--- config.mk ---
export PLATFORM = sky130hd
export DESIGN_NAME = cms_axi_lite_cmd_port
export DESIGN_NICKNAME = d
export VERILOG_FILES = /design/src/rtl/cms_axi_lite_cmd_port.sv
export SDC_FILE = /design/constraint.sdc
export NUM_CORES = 1
export LEC_CHECK = 0
export BUFFER_PORTS_ARGS = -buffer_cell sky130_fd_sc_hd__buf_2
export CORE_MARGIN = 3
export CORE_UTILIZATION = 25
export CTS_BUF_LIST = sky130_fd_sc_hd__clkbuf_2
export DETAILED_ROUTE_END_ITERATION = 16
export GPL_TIMING_DRIVEN = 0
export PLACE_DENSITY = 0.4
export SYNTH_ARGS = -nofsm -noshare
export SYNTH_HDL_FRONTEND = slang
export SYNTH_SLANG_ARGS = --single-unit
--- constraint.sdc ---
create_clock -name clk -period 2.5 [get_ports clk]
set_clock_uncertainty 0.1 [all_clocks]
set_input_delay 0.125 -clock clk [delete_from_list [all_inputs] [get_ports clk]]
set_output_delay 0.125 -clock clk [all_outputs]
set_load 0.02 [all_outputs]
--- src/rtl/cms_axi_lite_cmd_port.sv ---
// AXI4-Lite write-only slave: captures AW/W, checks legality, issues one cmd per legal write, always answers on B.
// Latency: cmd_valid 1 cycle after AW+W capture, bvalid 1 cycle after cmd handshake; cmd_ready/bready stall the FSM in place.
module cms_axi_lite_cmd_port #(
    parameter int AXI_DATA_WIDTH   = 32,
    parameter int AXI_ADDR_WIDTH   = 4,
    parameter int S_AXI_ADDR_WIDTH = 8
) (
    input  logic                          clk,
    input  logic                          rst_n,
    input  logic [S_AXI_ADDR_WIDTH-1:0]   s_axi_awaddr,
    input  logic                          s_axi_awvalid,
    output logic                          s_axi_awready,
    input  logic [AXI_DATA_WIDTH-1:0]     s_axi_wdata,
    input  logic [AXI_DATA_WIDTH/8-1:0]   s_axi_wstrb,
    input  logic                          s_axi_wvalid,
    output logic                          s_axi_wready,
    output logic [1:0]                    s_axi_bresp,
    output logic                          s_axi_bvalid,
    input  logic                          s_axi_bready,
    output logic [AXI_ADDR_WIDTH-1:0]     cmd_addr,
    output logic [AXI_DATA_WIDTH-1:0]     cmd_data,
    output logic                          cmd_valid,
    input  logic                          cmd_ready,
    output logic [7:0]                    err_count
);
    localparam int STRB_W = AXI_DATA_WIDTH / 8;

    typedef enum logic [1:0] {IDLE, ISSUE, RESP} state_t;

    state_t                        state, state_nx;
    logic                          aw_full, w_full;
    logic [S_AXI_ADDR_WIDTH-1:0]   aw_buf;
    logic [AXI_DATA_WIDTH-1:0]     w_buf;
    logic [STRB_W-1:0]             strb_buf;

    logic                          aw_cap, w_cap, aw_have, w_have;
    logic [S_AXI_ADDR_WIDTH-1:0]   addr_eff;
    logic [AXI_DATA_WIDTH-1:0]     data_eff;
    logic [STRB_W-1:0]             strb_eff;
    logic                          dec_err, slv_err;
    logic                          accept_ok, accept_err, cmd_fire, b_fire;

    // The check may happen on the very edge that captures the second channel,
    // so look through the buffers to the live bus when a buffer is still empty.
    assign aw_cap   = (state == IDLE) && s_axi_awvalid && s_axi_awready;
    assign w_cap    = (state == IDLE) && s_axi_wvalid && s_axi_wready;
    assign aw_have  = aw_full || aw_cap;
    assign w_have   = w_full || w_cap;
    assign addr_eff = aw_full ? aw_buf : s_axi_awaddr;
    assign data_eff = w_full ? w_buf : s_axi_wdata;
    assign strb_eff = w_full ? strb_buf : s_axi_wstrb;

    assign dec_err  = (addr_eff >> (AXI_ADDR_WIDTH + 2)) != '0;
    assign slv_err  = (strb_eff != '1) || (addr_eff[1:0] != 2'b00);
    assign cmd_fire = cmd_valid && cmd_ready;
    assign b_fire   = s_axi_bvalid && s_axi_bready;

    always_ff @(posedge clk or negedge rst_n) begin
        if (!rst_n) state <= IDLE;
        else        state <= state_nx;
    end

    always_comb begin
        state_nx   = state;
        accept_ok  = 1'b0;
        accept_err = 1'b0;
        case (state)
            IDLE: begin
                if (aw_have && w_have) begin
                    if (dec_err || slv_err) begin
                        accept_err = 1'b1;
                        state_nx   = RESP;
                    end else begin
                        accept_ok  = 1'b1;
                        state_nx   = ISSUE;
                    end
                end
            end
            ISSUE:   if (cmd_fire) state_nx = RESP;
            RESP:    if (b_fire)   state_nx = IDLE;
            default: state_nx = IDLE;
        endcase
    end

    always_ff @(posedge clk or negedge rst_n) begin
        if (!rst_n) begin
            aw_full       <= 1'b0;
            w_full        <= 1'b0;
            aw_buf        <= '0;
            w_buf         <= '0;
            strb_buf      <= '0;
            s_axi_awready <= 1'b1;
            s_axi_wready  <= 1'b1;
            s_axi_bvalid  <= 1'b0;
            s_axi_bresp   <= 2'b00;
            cmd_valid     <= 1'b0;
            cmd_addr      <= '0;
            cmd_data      <= '0;
            err_count     <= 8'd0;
        end else begin
            if (aw_cap) begin
                aw_full       <= 1'b1;
                aw_buf        <= s_axi_awaddr;
                s_axi_awready <= 1'b0;
            end
            if (w_cap) begin
                w_full       <= 1'b1;
                w_buf        <= s_axi_wdata;
                strb_buf     <= s_axi_wstrb;
                s_axi_wready <= 1'b0;
            end
            if (accept_ok) begin
                cmd_valid <= 1'b1;
                cmd_addr  <= addr_eff[AXI_ADDR_WIDTH+1:2];
                cmd_data  <= data_eff;
            end
            if (accept_err) begin
                s_axi_bvalid <= 1'b1;
                s_axi_bresp  <= dec_err ? 2'b11 : 2'b10;
                if (err_count != 8'hFF) err_count <= err_count + 8'd1;
            end
            if (state == ISSUE && cmd_fire) begin
                cmd_valid    <= 1'b0;
                s_axi_bvalid <= 1'b1;
                s_axi_bresp  <= 2'b00;
            end
            if (state == RESP && b_fire) begin
                s_axi_bvalid  <= 1'b0;
                aw_full       <= 1'b0;
                w_full        <= 1'b0;
                s_axi_awready <= 1'b1;
                s_axi_wready  <= 1'b1;
            end
        end
    end
endmodule

After elaboration in Yosys (flattened, before gate mapping)
Index checks and enable logic that the tools add are counted.
- flip-flop bits (word level): 98
- input port bits: 50
- output and inout port bits: 50
- word-level logic and storage cells: 75
- add/sub/neg operators: 1
- eq/ne operators: 7
- mux-type cells: 30
- reduce and logical (&&, ||, !) cells: 23
- operator list (cell ; number):
    $mux W32 ; 1
    $mux W1 ; 20
    $mux W2 ; 6
    $reduce_bool A2 Y1 ; 5
    $logic_and A1 B1 Y1 ; 9
    $add A8 B1 Y8 const B ; 1
    $mux W8 ; 1
    $ne A8 B8 Y1 const B ; 1
    $reduce_bool A8 Y1 ; 1
    $pmux W2 S3 ; 1
    $logic_or A1 B1 Y1 ; 4
    $mux W4 ; 1
    $ne A2 B2 Y1 const B ; 2
    $ne A4 B4 Y1 const B ; 1
    $reduce_and A3 Y1 ; 1
    $reduce_bool A3 Y1 ; 1
    $eq A2 B1 Y1 const B ; 1
    $eq A2 B2 Y1 const B ; 1
    $logic_not A2 Y1 ; 1
    $ne A2 B1 Y1 const B ; 1
    $reduce_and A2 Y1 ; 1

Logic depth before layout (Yosys ltp)
Gate-level depths: netlist of run 1.
- depth in word-level cells: 10
- gate-level depth with buffers: 7
- mapped depth without buffers: 6

Least setup slack after synthesis of run 1
Ideal clock, no wire load.
- path type: register to register
- start: register w_full
- end: register err_count[6]
- library setup time: 0.128 ns
- data arrival time: 1.772 ns
- data required time: 2.272 ns
- path slack: 0.500 ns
- cell stages (with the launch flop): 8
- buffers on the path: 2
- period minus slack after synthesis: 2.000 ns
- cells stage by stage: dfrtp_1 > buf_2 > and4b_1 > a22oi_1 > or3_1 > buf_2 > nand4_1 > mux2_1
- cells in the longest elaborated chain, start to end: 8
- elaborated cells between the ends (all ways): 10
- classes of those cells: 1 x eq/ne; 4 x mux; 5 x reduce/logical
- RTL lines (item ; line ; source):
    from (decl) ; 31 ; logic aw_full, w_full;
    from (signal assigned) ; 88 ; w_full <= 1'b0;
    from (signal assigned) ; 107 ; w_full <= 1'b1;
    from (signal assigned) ; 130 ; w_full <= 1'b0;
    $mux W4 ; 51 ; assign strb_eff = w_full ? strb_buf : s_axi_wstrb;
    $ne A4 B4 Y1 ; 54 ; assign slv_err = (strb_eff != '1) || (addr_eff[1:0] != 2'b00);
    $logic_or A1 B1 Y1 ; 54 ;
    $logic_or A1 B1 Y1 ; 70 ; if (dec_err || slv_err) begin
    $mux W1 ; 70 ;
    $mux W1 * ; 69 ; if (aw_have && w_have) begin
    $mux W1 * ; 67 ; case (state)
    $reduce_and A2 Y1 (no source line) * ; - ;
    to (signal assigned) ; 120 ; if (err_count != 8'hFF) err_count <= err_count + 8'd1;
    to (decl) ; 24 ; output logic [7:0] err_count
Every way passes the cells marked *; elsewhere a longest branch is shown, timed or not.
A chain may end at the register's enable or synchronous reset.

Worst setup path after layout of run 1
- start: register state[0]
- end: register cmd_data[15]
- cells in the longest elaborated chain, start to end: 7
- elaborated cells between the ends (all ways): 10
- classes of those cells: 2 x mux; 8 x reduce/logical
- RTL lines (item ; line ; source):
    from (decl) ; 30 ; state_t state, state_nx;
    from (signal assigned) ; 60 ; else state <= state_nx;
    $logic_not A2 Y1 * ; 45, 46, 67 ;
    $logic_and A1 B1 Y1 (on tied branches) (2 in a row) ; 45, 46 ;
    $logic_or A1 B1 Y1 (on tied branches) ; 47, 48 ;
    $logic_and A1 B1 Y1 ; 69 ;
    $mux W1 ; 69 ;
    $mux W1 * ; 67 ;
    to (signal assigned) ; 115 ; cmd_data <= data_eff;
    to (decl) ; 21 ; output logic [AXI_DATA_WIDTH-1:0] cmd_data,
Marked as above.

==> results.md, run 1 <==
- Startpoint Class: register
- Commonest non-fill, non-tap cells in the layout: 109 x buf_2, 96 x dfrtp_1, 49 x nor2_1, 48 x dlygate4sd3_1, 44 x mux2_2
- CTS tree: yes
- Die width: 135.0 um
- Share of layout cells above drive strength 1: 35.90%
- WP buf/inv: 4
- Vias/cell: 4.333
- Simple-gate portion of the synthesized area: 9.176%
- Wire per inst: 15.04 um
- CP delay by family, top: simple AND/OR/NAND/NOR gates
- Die area: 18,220 sq um
- Longest Clk Path Bufs: 2
- Multiplexer share of the synthesized area: 21.12%
- Power per cell area: 955.9 nW/um^2
- Drt pass-1 iters: 6
- Post-synth cell types: 37
- DR vias: 3,133
- Seq/Total Area, Yosys: 59.03%
- Run status: finished, final reports clean
- Seq cells post-synth: 98
- Max Slew Vio Count: 0
- Worst relative slew slack: 44.88%
- First-pass GRT wire length: 17,860 um
- Async set or reset register ratio after synthesis: 100.0%
- Core area: 16,060 sq um
- Crit-path slowest cell: dfrtp_1
- Dpl hpwl: 7298 um
- WL final: 10,880 um
- Largest net degree at the start of global routing: 61
- Clk_lat worst skew: 580 ps
- Crit Path Class: register to register
- Class of the worst hold path: input port to register
- Remaining Overflow, GRT: 0
- Num rows: 46
- Die height: 135.0 um
- Syn nets: 390
- Top-Level Pins: 100
- Starting Density: 25.90%
- H-Tree Level Count: 3
- LEAKAGE: 0.002756 uW
- Final setup margin: 184.8 ps
- Critical path data arrival time: 2750 ps
- DRT iter0 DRCs: 104
- Nets: 553
- Initial antenna violation count: 0
- Max Clk Rate: 0.4319 GHz
- Adder-cell area share of the yosys netlist: 0.3008%
- Overall power: 5365 uW
- Ant diodes: 0
- CTS root buffer: clkbuf_2
- Cells after synthesis: 339
- Total clock sinks: 98
- VDD IR max: 0.3093 mV
- Commonest non-fill, non-tap cell in the layout: buf_2
- Post-synth EDFFs: 0
- Req. time, crit path: 2930 ps
- Number of buffers created by CTS: 9
- Input/output buffers: 99
- Mapped cell area: 4159 sq um
- Worst path cell trace: buf_2, and4bb_2, o211ai_2, nor4_4, buf_4, buf_4, buf_2, nor2_1, a21oi_1
- Final period util: 92.61%
- Synth warnings: 0
- Max_cap viols: 0
- Xor/xnor share of the synthesized area: 1.264%
- Worst-path clk slew: 270 ps
- Crit path largest cell delay: 410 ps
- Main combinational cell family by area after synthesis: multiplexers
- Final Wtd Congestion: 0.7039
- ANT nets after route: 0
- Area Overhead vs Synth: 34.96%
- Final Hold Viols: 0
- Vias in the first global route: 3,383
- Final setup viols: 0
- Pre-CTS setup slack: -153.2 ps
- Multi-input logic area: 1600 sq um
- Setup crit end kind: register
- Synth Area in Compound Gates: 6.619%
- Fillers: 1,651
- RSZ-0062 raised after global routing: false
- Final Cell Area: 5613 sq um
- Largest fanout on the critical path: 10
- Final min period: 2315 ps
- Storage cell area: 2455 sq um
- Synth Flop Type: dfrtp_1
- Total GRT Usage: 12.55%
- Syn_area_per_cell: 12.27 sq um
- Tightest Pin Transition: 826.8 ps
- DP Area: 4955 sq um
- WHS: 111.7 ps
- Residual DRC: 0
==> power breakdown <==
| part | switching, uW | internal (uW) |
|---|---|---|
| combinational | 1020 | 986 |
| clock | 548 | 328 |
| sequential | 320 | 2160 |
| total | 1890 | 3470 |
==> kinds of logic after synthesis <==
kind of cell | Yosys count
simple gates | 78
compound gates | 50
buf+inv | 24
flops | 98
xor+xnor | 6
fa+ha+maj | 1
mux | 82
==> synthesized netlist by cell type (2+ instances only) <==
master / number / area share, %
o21ai_0: 2 / 0.24
o22ai_1: 2 / 0.30
nand3_1: 6 / 0.72
dfrtp_1: 96 / 58
inv_1: 5 / 0.45
nor3_1: 3 / 0.36
nand4_1: 2 / 0.30
a21oi_1: 40 / 4.8
mux2_2: 44 / 12
dfstp_2: 2 / 1.3
and3_1: 2 / 0.30
buf_2: 11 / 1.3
mux2i_1: 36 / 8.7
nor2_1: 49 / 4.4
mux2_1: 2 / 0.54
and2_1: 2 / 0.30
nand2_1: 4 / 0.36
clkbuf_1: 8 / 0.72
xnor2_1: 5 / 1.1
==> registers in the layout (all words and copies together) (netlist names) <==
signal,count
s_axi_wready,1
w_full,1
s_axi_bresp,2
strb_buf,4
cmd_addr,4
err_count,8
cmd_valid,1
state,2
s_axi_bvalid,1
aw_buf,8
w_buf,32
s_axi_awready,1
cmd_data,32
aw_full,1
==> per-stage QoR <==
stage	instances	setup TNS, ps	utilization, %
3_5_place_dp	655	-2724	30.86
2_1_floorplan	339	0	-
3_3_place_gp	654	-2099	30.67
5_1_grt	723	0	34.95
6_report	723	0	34.95
4_1_cts	723	0	34.94
==> what timing repair did <==
item,4_1_cts,5_1_grt
endpoints found under the hold margin,188,0
gates resized for setup,1,4
pin swaps,1,0
setup endpoints to repair,31,20
setup buffers,3,0
hold buffers,49,0
==> final timing paths <==
path	startpoint	to	slack, ps	cells after the start
min in group asynchronous	rst_n	s_axi_wready	530	3
max in group asynchronous	rst_n	w_buf[29]	1450	4
worst max register to register	state[0]	cmd_data[15]	180	9
worst min register to register	s_axi_wready	s_axi_wready	420	2
worst min-delay path	s_axi_awvalid	err_count[3]	110	6
worst max-delay path	state[0]	cmd_data[15]	180	9
==> area by class of cell <==
type	instances	area share (%)
Sequential cell	98	43.74
Buffer	19	1.583
Timing Repair Buffer	152	18.68
Inverter	5	0.3344
Clock buffer	10	0.8917
Clock inverter	6	1.449
Tap cell	216	4.815
Multi-Input combinational cell	217	28.51
==> metal layers <==
layer	GRT usage (%)	wire length, um	vias up
li1	-	-	1506
met2	19.79	5007	64
met1	16.61	5160	1551
met5	0	0	-
met3	3.130	524	12
met4	4.983	183	0
==> worst reg2reg max path, delay by kind of cell (launching register included) <==
| family | cells | cell delay (ps) |
|---|---|---|
| simple gates | 3 | 770 |
| compound gates | 2 | 300 |
| buf+inv | 4 | 710 |
| flops | 1 | 410 |
(Power assumes the default switching activity.)
==> inputs of run 2 (changes only) <==
--- a/config.mk
+++ b/config.mk
@@ -6,12 +6,14 @@
 export NUM_CORES = 1
 export LEC_CHECK = 0
 export BUFFER_PORTS_ARGS = -buffer_cell sky130_fd_sc_hd__buf_2
+export CORE_ASPECT_RATIO = 1.25
 export CORE_MARGIN = 3
 export CORE_UTILIZATION = 25
 export CTS_BUF_LIST = sky130_fd_sc_hd__clkbuf_2
 export DETAILED_ROUTE_END_ITERATION = 16
 export GPL_TIMING_DRIVEN = 0
 export PLACE_DENSITY = 0.4
+export REMOVE_ABC_BUFFERS = 1
 export SYNTH_ARGS = -nofsm -noshare
 export SYNTH_HDL_FRONTEND = slang
 export SYNTH_SLANG_ARGS = --single-unit
==> run 2 against run 1 <==
  * Hold slack improved by 1.9 ps
  * Wire length decreased by 4.4%
  * Die area about the same
  * Fmax decreased by 4.0%
  * Critical path type unchanged
  * Critical endpoint is now err_count[1]
  * Largest cell class unchanged
==> results.md, run 2 (same netlist as run 1, synthesis figures left out) <==
- Run status: finished, final reports clean
- Drt pass-1 iters: 4 (-2)
- Class of the worst hold path: input port to register
- Vias/cell: 4.408 (+1.7%)
- Initial antenna violation count: 1 (+1)
- Input/output buffers: 99 (unchanged)
- Clk_lat worst skew: 560 ps (-20 ps)
- Max Slew Vio Count: 0 (unchanged)
- Final period util: 96.49% (+3.9 points)
- Commonest non-fill, non-tap cell in the layout: buf_2
- Core area: 16,270 sq um (+1.3%)
- Longest Clk Path Bufs: 2 (unchanged)
- Req. time, crit path: 2870 ps (-60 ps)
- Commonest non-fill, non-tap cells in the layout: 98 x buf_2, 93 x dfrtp_1, 51 x dlygate4sd3_1, 49 x nor2_1, 44 x mux2_2
- VDD IR max: 0.2750 mV (-11%)
- Setup TNS: 0 ps (unchanged)
- Tightest Pin Transition: 610.3 ps (-216.4 ps)
- Setup crit end kind: register
- Startpoint Class: register
- Number of buffers created by CTS: 9 (unchanged)
- Final Hold Viols: 0 (unchanged)
- Die height: 150.2 um (+11%)
- Remaining Overflow, GRT: 0 (unchanged)
- RSZ-0062 raised after global routing: false
- Final Wtd Congestion: 0.7539 (+7.1%)
- Max Clk Rate: 0.4146 GHz (-4.0%)
- First-pass GRT wire length: 16,550 um (-7.3%)
- Worst relative slew slack: 59.31% (+14 points)
- Crit Path Class: register to register
- WHS: 113.6 ps (+1.873 ps)
- DR vias: 3,165 (+1.0%)
- Dpl hpwl: 6785 um (-7.0%)
- Largest regs: cmd_data (32), w_buf (32)
- H-Tree Level Count: 3 (unchanged)
- Die width: 121.4 um (-10%)
- Vias in the first global route: 3,206 (-5.2%)
- LEAKAGE: 0.002727 uW (-1.1%)
- Fillers: 1,678 (+1.6%)
- WL final: 10,400 um (-4.4%)
- Final min period: 2412 ps (+97.08 ps)
- Largest net degree at the start of global routing: 54 (-11%)
- Final setup viols: 0 (unchanged)
- DRT iter0 DRCs: 122 (+17%)
- Share of layout cells above drive strength 1: 35.93% (about the same)
- Residual DRC: 0 (unchanged)
- Max_cap viols: 0 (unchanged)
- Die area: 18,230 sq um (about the same)
- Total clock sinks: 98 (unchanged)
- Area Overhead vs Synth: 36.01%
- CTS tree: yes
- Num rows: 52 (+13%)
- Power per cell area: 926.3 nW/um^2 (-3.1%)
- Worst-path clk slew: 260 ps (about the same)
- CTS root buffer: clkbuf_2
- Total GRT Usage: 11.80% (-0.75 points)
- Starting Density: 25.57% (-0.33 points)
- Top-Level Pins: 100 (unchanged)
- ANT nets after route: 0 (unchanged)
- Nets: 548 (-0.90%)
- Largest fanout on the critical path: 24 (+14)
- Critical path data arrival time: 2780 ps (+30 ps)
- Wire per inst: 14.48 um (-3.7%)
run 2: metal layers:
metal | vias up | track usage (%) | share of wire, % | wire, um
li1 | 1519 | - | - | -
met1 | 1560 | 15.57 | 47 | 4896
met2 | 74 | 18.67 | 46 | 4822
met3 | 12 | 3.044 | 5.0 | 523
met4 | 0 | 4.372 | 1.5 | 153
met5 | - | 0 | 0 | 0
run 2: power breakdown:
part / leakage (uW) / internal (uW) / switching, uW
registers: 0.00124 / 2170 / 386
clock network: 0.0000465 / 117 / 527
logic: 0.00144 / 1050 / 989
total: 0.00273 / 3340 / 1900
run 2: worst paths after layout:
| check | start | to | slack (ps) | depth (start not counted) |
|---|---|---|---|---|
| min in group asynchronous | rst_n | cmd_addr[3] | 510 | 4 |
| worst min register to register | strb_buf[2] | strb_buf[2] | 440 | 1 |
| max in group asynchronous | rst_n | w_full | 1500 | 4 |
| worst max register to register | w_full | err_count[1] | 90 | 6 |
| worst min-delay path | s_axi_awvalid | aw_full | 110 | 5 |
| worst max-delay path | w_full | err_count[1] | 90 | 6 |
run 2: worst max-delay path, stage by stage (launching register included):
cell	delay [ps]
dfrtp_4	550
buf_12	190
and4b_1	250
a22oi_1	100
or3_1	570
and2_1	240
mux2_1	320
run 2: final cells by class:
class	count	area (sq um)	area share [%]
antenna	1	2.502	0.04424
clock buffer	9	45.04	0.7963
clock inverter	6	35.03	0.6193
inverter	5	18.77	0.3318
multi-input combinational	219	1635	28.91
sequential	98	2461	43.51
tap	216	270.3	4.778
timing repair buffer	164	1189	21.01
run 2: what timing repair did:
action | CTS | global route
setup buffers | 6 | 0
pin swaps | 2 | 0
endpoints found under the setup margin | 50 | 2
hold buffers | 52 | 0
hold endpoints to repair | 186 | 0
cloned | 2 | 0
gates resized for setup | 2 | 2
run 2: metrics by stage:
step	instance area (sq um)	utilization, %	cells	worst slack, ps	power, uW
floorplan	4074	-	320	-1509	3876
global placement	4840	29.75	635	-3354	4423
detailed placement	4957	30.48	642	-1103	4515
CTS	5652	34.75	717	76.03	5361
global route	5657	34.78	718	12.76	5666
finish	5657	34.78	718	87.75	5240
==> inputs of run 3 (changes only) <==
--- a/config.mk
+++ b/config.mk
@@ -12,7 +12,6 @@
 export CTS_BUF_LIST = sky130_fd_sc_hd__clkbuf_2
 export DETAILED_ROUTE_END_ITERATION = 16
 export GPL_TIMING_DRIVEN = 0
-export PLACE_DENSITY = 0.4
 export REMOVE_ABC_BUFFERS = 1
 export SYNTH_ARGS = -nofsm -noshare
 export SYNTH_HDL_FRONTEND = slang
==> run 3 against run 2 <==
  * Critical endpoint is now cmd_data[10]
  * Clock power grew 31%
  * Sequential share of layout area fell by 0.18 points
  * Die area unchanged
  * Non-clock buffer count decreased by 3
  * Critical path type unchanged
==> results.md, run 3 (same netlist as run 1, synthesis figures left out) <==
- Crit Path Class: register to register
- Largest regs: cmd_data (32), w_buf (32)
- Area Overhead vs Synth: 36.43%
- Max Clk Rate: 0.4302 GHz (+3.8%)
- CP delay by family, top: simple AND/OR/NAND/NOR gates
- Number of buffers created by CTS: 9 (unchanged)
- Final Wtd Congestion: 0.8192 (+8.7%)
- Share of layout cells above drive strength 1: 35.94% (about the same)
- Max Slew Vio Count: 0 (unchanged)
- CTS root buffer: clkbuf_2
- Wire per inst: 14.40 um (-0.57%)
- Final Hold Viols: 0 (unchanged)
- Storage cell area: 2459 sq um (-0.10%)
- Pre-CTS setup slack: -773.0 ps (+330.0 ps)
- Tightest Pin Transition: 671.6 ps (+61.25 ps)
- Initial antenna violation count: 0 (-1)
- Total clock sinks: 98 (unchanged)
- Run status: finished, final reports clean
- Worst path cell trace: and4bb_4, o211ai_2, nor4_4, buf_4, buf_8, buf_6, nor2_1, a21oi_1
- Remaining Overflow, GRT: 0 (unchanged)
- Final setup viols: 0 (unchanged)
- Residual DRC: 0 (unchanged)
- Core area: 16,270 sq um (unchanged)
- Top-Level Pins: 100 (unchanged)
- Max_cap viols: 0 (unchanged)
- Dpl hpwl: 6540 um (-3.6%)
- ANT nets after route: 0 (unchanged)
- DR vias: 3,165 (unchanged)
- Largest fanout on the critical path: 15 (-38%)
- Total GRT Usage: 11.68% (-0.12 points)
- WHS: 203.2 ps (+89.64 ps)
- Inst Count DP: 642 (unchanged)
- Final period util: 92.98% (-3.5 points)
- Critical path data arrival time: 2750 ps (-30 ps)
- Starting Density: 25.57% (unchanged)
- Commonest non-fill, non-tap cells in the layout: 98 x buf_2, 95 x dfrtp_1, 50 x dlygate4sd3_1, 49 x nor2_1, 44 x mux2_2
- Multi-input logic area: 1640 sq um (+0.31%)
- CTS tree: yes
- Largest net degree at the start of global routing: 61 (+13%)
- LEAKAGE: 0.002742 uW (+0.57%)
- Class of the worst hold path: input port to register
- Non-Filler Instances: 714 (-0.56%)
- Fillers: 1,634 (-2.6%)
- Crit-path slowest cell: dfrtp_1
- Die area: 18,230 sq um (unchanged)
- Crit path largest cell delay: 610 ps (+40 ps)
- Req. time, crit path: 2930 ps (+60 ps)
- WP buf/inv: 3 (+2)
- Final Cell Area: 5674 sq um (+0.31%)
- Setup crit end kind: register
- VDD IR max: 0.3296 mV (+20%)
- RSZ-0062 raised after global routing: false
- Input/output buffers: 99 (unchanged)
- Final setup margin: 175.4 ps (+87.69 ps)
- Clk_lat worst skew: 570 ps (about the same)
- Num rows: 52 (unchanged)
- WL final: 10,280 um (-1.1%)
- DP Area: 4957 sq um (unchanged)
- Longest Clk Path Bufs: 2 (unchanged)
- Vias in the first global route: 3,326 (+3.7%)
- Worst-path clk slew: 260 ps (about the same)
- Drt pass-1 iters: 4 (unchanged)
- First-pass GRT wire length: 16,540 um (about the same)
- H-Tree Level Count: 3 (unchanged)
- Vias/cell: 4.433 (+0.56%)
- Startpoint Class: register
- Worst relative slew slack: 55.23% (-4.1 points)
- Die height: 150.2 um (unchanged)
- Die width: 121.4 um (unchanged)
- Commonest non-fill, non-tap cell in the layout: buf_2
- Ant diodes: 0 (-1)
- DRT iter0 DRCs: 210 (+72%)
- Nets: 545 (-0.55%)
- Final min period: 2325 ps (-87.70 ps)
- Power per cell area: 954.4 nW/um^2 (+3.0%)
-- run 3: metal layers --
| metal | track usage, % | wire length (um) | up-vias |
|---|---|---|---|
| li1 | - | - | 1504 |
| met3 | 3.307 | 617 | 9 |
| met2 | 19.81 | 5183 | 98 |
| met5 | 0 | 0 | - |
| met4 | 4.036 | 139 | 0 |
| met1 | 14.21 | 4338 | 1554 |
-- run 3: cell type report --
class | count | area share (%)
repair buffers | 161 | 20.37
well taps | 216 | 4.763
clock buffers | 10 | 0.8820
multi-input cells | 219 | 28.91
flip-flops and latches | 98 | 43.33
clock inverters | 5 | 1.411
inverters | 5 | 0.3308
-- run 3: timing repair --
item / CTS / global route
setup buffers: 2 / 2
hold buffers: 51 / 0
resized for setup: 2 / 1
setup endpoints to repair: 49 / 24
pin swaps: 2 / 1
endpoints found under the hold margin: 186 / 0
cloned: 2 / 0
-- run 3: worst reg2reg max path: stages (launching register included) --
cell	delay (ps)
dfrtp_1	610
and4bb_4	420
o211ai_2	170
nor4_4	240
buf_4	210
buf_8	170
buf_6	170
nor2_1	70
a21oi_1	140
-- run 3: path summary, 6_finish.rpt --
check                                     from            end  slack (ps)  cells past startpoint
worst max-delay path                  state[0]   cmd_data[10]         180                      8
worst min-delay path            s_axi_wdata[8]       w_buf[8]         200                      3
worst max register to register        state[0]   cmd_data[10]         180                      8
worst min register to register   s_axi_awready  s_axi_awready         440                      2
max in group asynchronous                rst_n   s_axi_wready        1470                      4
min in group asynchronous                rst_n      aw_buf[5]         480                      4
-- run 3: through the flow --
step	utilization, %	TNS [ps]	power (uW)
2_1_floorplan	-	-58790	3876
3_3_place_gp	29.75	-131200	4385
3_5_place_dp	30.48	-25800	4514
4_1_cts	34.76	0	5508
5_1_grt	34.88	0	5818
6_report	34.88	0	5415
-- run 3: where the power goes --
part / switching [uW] / internal [uW] / leakage, uW
registers: 454 / 2170 / 0.00124
clock network: 515 / 327 / 0.0000756
logic: 939 / 1020 / 0.00142
